## config.mk

```make
export PLATFORM = sky130hd
export DESIGN_NAME = id_buf_stage
export DESIGN_NICKNAME = d
export VERILOG_FILES = /design/src/rtl/id_buf_stage.sv
export SDC_FILE = /design/constraint.sdc
export NUM_CORES = 2
export LEC_CHECK = 0
export CAP_MARGIN = 20
export CORE_MARGIN = 5
export CORE_UTILIZATION = 40
export CTS_CLUSTER_DIAMETER = 120
export CTS_CLUSTER_SIZE = 28
export DETAILED_ROUTE_END_ITERATION = 8
export PLACE_DENSITY_LB_ADDON = 0.3
export SETUP_SLACK_MARGIN = 0.5
export SLEW_MARGIN = 30
export SYNTH_ARGS = -nofsm -noshare
export SYNTH_HDL_FRONTEND = slang
export SYNTH_SLANG_ARGS = --single-unit
```

## constraint.sdc

```tcl
create_clock -name clk -period 12.4 [get_ports clk]
set_input_delay 3.1 -clock clk [delete_from_list [all_inputs] [get_ports clk]]
set_output_delay 3.1 -clock clk [all_outputs]
set_load 0.005 [all_outputs]
```

## src/rtl/id_buf_stage.sv

```systemverilog
// id_buf_stage: decode stage with an IF->EX instruction queue,
// register file with write-back bypass and load-use bubbles.
module id_buf_stage #(
    parameter int XLEN  = 32,
    parameter int DEPTH = 4,
    parameter int NREG  = 32
) (
    input  logic                   clk,
    input  logic                   rst,
    input  logic                   in_valid,
    output logic                   in_ready,
    input  logic [31:0]            in_inst,
    input  logic [XLEN-1:0]        in_pc,
    input  logic                   flush,
    input  logic                   wb_en,
    input  logic [4:0]             wb_adr,
    input  logic [XLEN-1:0]        wb_data,
    output logic                   out_valid,
    input  logic                   out_ready,
    output logic [XLEN-1:0]        out_pc,
    output logic [10:0]            out_cls,
    output logic [2:0]             out_funct3,
    output logic                   out_f7b5,
    output logic [4:0]             out_rd,
    output logic                   out_wbk,
    output logic [XLEN-1:0]        out_rs1_data,
    output logic [XLEN-1:0]        out_rs2_data,
    output logic [XLEN-1:0]        out_imm,
    output logic                   out_illegal,
    output logic                   hz_stall,
    output logic [$clog2(DEPTH):0] fifo_cnt
);

    localparam int PW  = $clog2(DEPTH);
    localparam int RW  = $clog2(NREG);
    localparam bit RVE = (NREG == 16);

    localparam int C_LUI   = 0;
    localparam int C_AUIPC = 1;
    localparam int C_JAL   = 2;
    localparam int C_JALR  = 3;
    localparam int C_BR    = 4;
    localparam int C_LD    = 5;
    localparam int C_ST    = 6;
    localparam int C_ALUI  = 7;
    localparam int C_ALU   = 8;
    localparam int C_FENCE = 9;
    localparam int C_SYS   = 10;

    logic [31:0]     q_inst [DEPTH];
    logic [XLEN-1:0] q_pc   [DEPTH];
    logic [PW-1:0]   wr_ptr;
    logic [PW-1:0]   rd_ptr;
    logic            push;
    logic            pop;
    logic            head_valid;

    assign in_ready   = (fifo_cnt < (PW+1)'(DEPTH)) & ~flush;
    assign push       = in_valid & in_ready;
    assign head_valid = (fifo_cnt != '0);

    always_ff @(posedge clk) begin
        if (push) begin
            q_inst[wr_ptr] <= in_inst;
            q_pc[wr_ptr]   <= in_pc;
        end
    end

    // Pointers wrap naturally because DEPTH is a power of two.
    always_ff @(posedge clk or posedge rst) begin
        if (rst) begin
            wr_ptr   <= '0;
            rd_ptr   <= '0;
            fifo_cnt <= '0;
        end else if (flush) begin
            wr_ptr   <= '0;
            rd_ptr   <= '0;
            fifo_cnt <= '0;
        end else begin
            if (push)
                wr_ptr <= wr_ptr + 1'b1;
            if (pop)
                rd_ptr <= rd_ptr + 1'b1;
            case ({push, pop})
                2'b10:   fifo_cnt <= fifo_cnt + 1'b1;
                2'b01:   fifo_cnt <= fifo_cnt - 1'b1;
                default: ;
            endcase
        end
    end

    logic [31:0]     hi;
    logic [XLEN-1:0] hpc;
    logic [4:0]      rs1;
    logic [4:0]      rs2;
    logic [4:0]      rd;
    logic [10:0]     cls;

    assign hi  = q_inst[rd_ptr];
    assign hpc = q_pc[rd_ptr];
    assign rs1 = hi[19:15];
    assign rs2 = hi[24:20];
    assign rd  = hi[11:7];

    always_comb begin
        cls = '0;
        if (hi[1:0] == 2'b11) begin
            case (hi[6:2])
                5'b01101: cls[C_LUI]   = 1'b1;
                5'b00101: cls[C_AUIPC] = 1'b1;
                5'b11011: cls[C_JAL]   = 1'b1;
                5'b11001: cls[C_JALR]  = 1'b1;
                5'b11000: cls[C_BR]    = 1'b1;
                5'b00000: cls[C_LD]    = 1'b1;
                5'b01000: cls[C_ST]    = 1'b1;
                5'b00100: cls[C_ALUI]  = 1'b1;
                5'b01100: cls[C_ALU]   = 1'b1;
                5'b00011: cls[C_FENCE] = 1'b1;
                5'b11100: cls[C_SYS]   = 1'b1;
                default:  cls = '0;
            endcase
        end
    end

    logic [31:0]     imm32;
    logic [XLEN-1:0] imm;

    always_comb begin
        imm32 = '0;
        unique case (1'b1)
            cls[C_LUI], cls[C_AUIPC]:
                imm32 = {hi[31:12], 12'b0};
            cls[C_JAL]:
                imm32 = {{12{hi[31]}}, hi[19:12],
                         hi[20], hi[30:21], 1'b0};
            cls[C_JALR], cls[C_LD], cls[C_ALUI],
            cls[C_FENCE], cls[C_SYS]:
                imm32 = {{20{hi[31]}}, hi[31:20]};
            cls[C_ST]:
                imm32 = {{20{hi[31]}}, hi[31:25], hi[11:7]};
            cls[C_BR]:
                imm32 = {{20{hi[31]}}, hi[7],
                         hi[30:25], hi[11:8], 1'b0};
            default:
                imm32 = '0;
        endcase
    end

    assign imm = XLEN'($signed(imm32));

    logic use_rs1;
    logic use_rs2;
    logic use_rd;
    logic bad_reg;
    logic illegal;
    logic wbk;

    assign use_rs1 = ~(cls[C_LUI] | cls[C_AUIPC] | cls[C_JAL]);
    assign use_rs2 = cls[C_BR] | cls[C_ST] | cls[C_ALU];
    assign use_rd  = (|cls) & ~(cls[C_ST] | cls[C_BR] | cls[C_FENCE]);

    // RV32E only has x0..x15, so bit 4 of any used index traps.
    assign bad_reg = RVE & ((use_rs1 & rs1[4]) |
                            (use_rs2 & rs2[4]) |
                            (use_rd  & rd[4]));
    assign illegal = (cls == '0) | bad_reg;
    assign wbk     = ~(cls[C_ST] | cls[C_BR] | cls[C_FENCE]) &
                     (rd != '0);

    logic [XLEN-1:0] regs [NREG];
    logic            wb_ok;
    logic [XLEN-1:0] rs1_data;
    logic [XLEN-1:0] rs2_data;

    assign wb_ok = RVE ? ~wb_adr[4] : 1'b1;

    always_ff @(posedge clk) begin
        if (wb_en && wb_adr != '0 && wb_ok)
            regs[wb_adr[RW-1:0]] <= wb_data;
    end

    always_comb begin
        rs1_data = regs[rs1[RW-1:0]];
        if (rs1 == '0)
            rs1_data = '0;
        else if (wb_en && wb_adr == rs1)
            rs1_data = wb_data;
    end

    always_comb begin
        rs2_data = regs[rs2[RW-1:0]];
        if (rs2 == '0)
            rs2_data = '0;
        else if (wb_en && wb_adr == rs2)
            rs2_data = wb_data;
    end

    logic hazard;
    logic issue;

    assign hazard = head_valid & out_valid & out_cls[C_LD] &
                    (out_rd != '0) &
                    ((use_rs1 & (rs1 == out_rd)) |
                     (use_rs2 & (rs2 == out_rd)));
    assign issue    = head_valid & (~out_valid | out_ready) &
                      ~hazard & ~flush;
    assign pop      = issue;
    assign hz_stall = hazard & out_ready & ~flush;

    always_ff @(posedge clk or posedge rst) begin
        if (rst) begin
            out_valid    <= 1'b0;
            out_pc       <= '0;
            out_cls      <= '0;
            out_funct3   <= '0;
            out_f7b5     <= 1'b0;
            out_rd       <= '0;
            out_wbk      <= 1'b0;
            out_rs1_data <= '0;
            out_rs2_data <= '0;
            out_imm      <= '0;
            out_illegal  <= 1'b0;
        end else if (flush) begin
            out_valid <= 1'b0;
        end else if (issue) begin
            out_valid    <= 1'b1;
            out_pc       <= hpc;
            out_cls      <= cls;
            out_funct3   <= hi[14:12];
            out_f7b5     <= hi[30];
            out_rd       <= rd;
            out_wbk      <= wbk;
            out_rs1_data <= rs1_data;
            out_rs2_data <= rs2_data;
            out_imm      <= imm;
            out_illegal  <= illegal;
        end else if (out_ready) begin
            out_valid <= 1'b0;
        end
    end

endmodule

```

==> run summary <==
startpoint types: primary input
cts bufs inserted: 58
antenna violations before repair: 18
Critical Path Sink: hz_stall
Hold-fix buffers, CTS: 0
Syn Inst Count: 4669
# IOs: 263
Setup Buffers After CTS: 0
routed wire length: 214000 µm
number of synthesized flops with an enable pin: 1280
first-pass GRT wire length: 305000 µm
CTS max path bufs: 3
number of port buffers: 262
Area Overhead vs Synth: 10.7%
element type at the critical path end: output port
DR DRC count: 0
Mapped Area: 65400 µm²
ANT nets after route: 0
Yosys top cell by area: edfxtp_1
Rows: 148
outcome: complete, no violations
grt total ovfl: 0
Design Area, Final: 72400 µm²
Max Transition Viols Final: 0
CTS tree: built
RSZ-0062 raised after global routing: no
post-DR vias/cell: 6.12
Die ar.: 172000 µm²
dpl cell area: 70600 µm²
Worst Path Required: 9.30 ns
DR WL/cell: 30.6 µm
number of library cell types mapped by synthesis: 64
CP Cell Sequence: clkdlybuf4s50_1 > nand2b_1 > a21oi_1 > clkdlybuf4s50_1
most frequent cells after synthesis: edfxtp_1 (1280), nand2_1 (907), mux2i_1 (375), a21oi_1 (231), clkbuf_1 (227)
Worst Setup SP: flush
Clock Skew: 0.0447 ns
vias in the first global route: 42661
post-layout min period: 7.82 ns
top-count cell post-synth: edfxtp_1
Initial Util: 0.402
clock root buffer: clkbuf_16
Yosys top cell area share: 0.588
fin nets: 4891
PwrDens: 190 nW/µm²
setup violators final: 0
initial drt markers: 4834
warnings from Yosys: 0
Setup Crit Path Kind: in2out
Die Ht: 414 µm
Worst-path clk slew: 0.09 ns
r2r setup slk: 5.89 ns
Seq cells post-synth: 1438
worst-path maximum fanout: 16
Worst Hold Class: reg2reg
fmax: 128 MHz
cts repair resizes: 0
Synth area leaders: edfxtp_1 (59%), mux4_2 (7.5%), dfrtp_1 (6.0%)
Pre-antenna DRT Iters: 8
Max Cap Viol: 0
Worst Path Arrival: 4.72 ns
Seq/Total Area, Yosys: 0.649
final period utilization: 0.631
via count: 42934
Num Clock Sinks: 1438
core area: 163000 µm²
Setup TNS Final: 0 ns
critical path's most frequent cell: clkdlybuf4s50_1
ys flop type: edfxtp_1
Rel. slew slack: 0.289
Clk Latency, worst-skew pair: 0.75 ns
worst r2r path cells: 11
share of post-route cells with drive strength above 1: 0.106
share of async-settable or async-resettable flops after synthesis: 0.110
Final HPWL DP: 120000 µm
slowest cell delay on critical path: 0.69 ns
hold slack: 0.479 ns
slew at the pin with the worst max-slew slack: 1.06 ns
final hold vios: 0
Slowest-stage cell, CP: clkdlybuf4s50_1
reg2reg start: rd_ptr[0]
terminus of the critical flop-to-flop path: out_rs2_data[8]
H-tree depth: 2
P_leak: 24.2 nW
Max IR drop VDD: 0.161 mV
GRT Util Overall: 0.241
post-synthesis area per instance: 14.0 µm²
Die Span X: 414 µm
GP Congestion: 0.817
largest net degree at the start of global routing: 173
-- sequential cells by signal (all words and copies together), names as in the netlist, 5 cells and up --
name          cells
regs           1024
out_pc           32
out_rs2_data     32
out_cls          11
out_imm          32
out_rd            5
q_inst          128
out_rs1_data     32
q_pc            128
-- layout make-up --
class,count,area [µm²]
inverter,42,170
antenna,9,22.5
clock buffer,105,1660
multi-input combinational,2856,21700
timing repair buffer,383,3590
fill,14541,90200
tap,2175,2720
sequential,1438,42400
clock inverter,5,81.3
-- where the power goes --
part / switching, W / internal [W]
clock network: 0.00153 / 0.000930
logic: 0.00337 / 0.00203
registers: 0.000322 / 0.00560
total: 0.00522 / 0.00856
-- worst max-delay path, delay by kind of cell --
kind / cells / cell delay [ns]
buffers and inverters: 2 / 1.21
AO/OA/AOI/OAI: 1 / 0.13
AND/OR/NAND/NOR: 1 / 0.28
-- placed cells by master (no fill, tap or decap), types with 41 or more instances in the layout --
master / count
edfxtp_1: 1280
nand2_1: 901
mux2i_1: 375
clkdlybuf4s50_1: 252
a21oi_1: 228
mux4_2: 212
a211oi_1: 166
dfrtp_1: 156
nor2b_1: 140
a311oi_1: 126
buf_4: 111
a22oi_1: 62
nand4_1: 60
clkbuf_16: 59
clkbuf_1: 45
o21ai_0: 44
a2111oi_0: 41
-- kinds of logic after synthesis --
kind of cell,share of synthesized area
AO/OA/AOI/OAI,0.0940
other,0.0000574
adder cells (fa/ha/maj),0.00107
multiplexers,0.133
flip-flops,0.649
buffers and inverters,0.0272
AND/OR/NAND/NOR,0.0925
XOR/XNOR,0.00318
-- metrics by stage --
stage | setup WS (ns) | total power [W] | instances | utilization
final | 4.58 | 0.0138 | 7013 | 0.445
after floorplan | 5.04 | 0.00920 | 4700 | -
after CTS | 4.58 | 0.0138 | 7004 | 0.445
after detailed placement | 4.57 | 0.0114 | 6894 | 0.434
after global placement | 4.58 | 0.0113 | 6892 | 0.434
after global routing | 4.45 | 0.0143 | 7005 | 0.445
-- worst min path at each step --
stage,startpoint,endpoint,slack [ns],cells after the start
5_1_grt,out_pc[8],out_pc[8],0.52,2
4_1_cts,out_pc[8],out_pc[8],0.48,2
2_1_floorplan,out_cls[0],out_cls[0],0.46,2
3_5_place_dp,out_pc[8],out_pc[8],0.46,2
3_3_place_gp,out_pc[29],out_pc[29],0.46,2
6_report,out_pc[8],out_pc[8],0.48,2
-- routing by layer --
layer	GRT usage	vias up	share of wire
met2	0.393	2300	0.47
li1	-	18259	-
met5	0	-	0
met1	0.311	21861	0.38
met3	0.0467	514	0.091
met4	0.112	0	0.055
No activity file was read; power rests on OpenSTA's default activity.
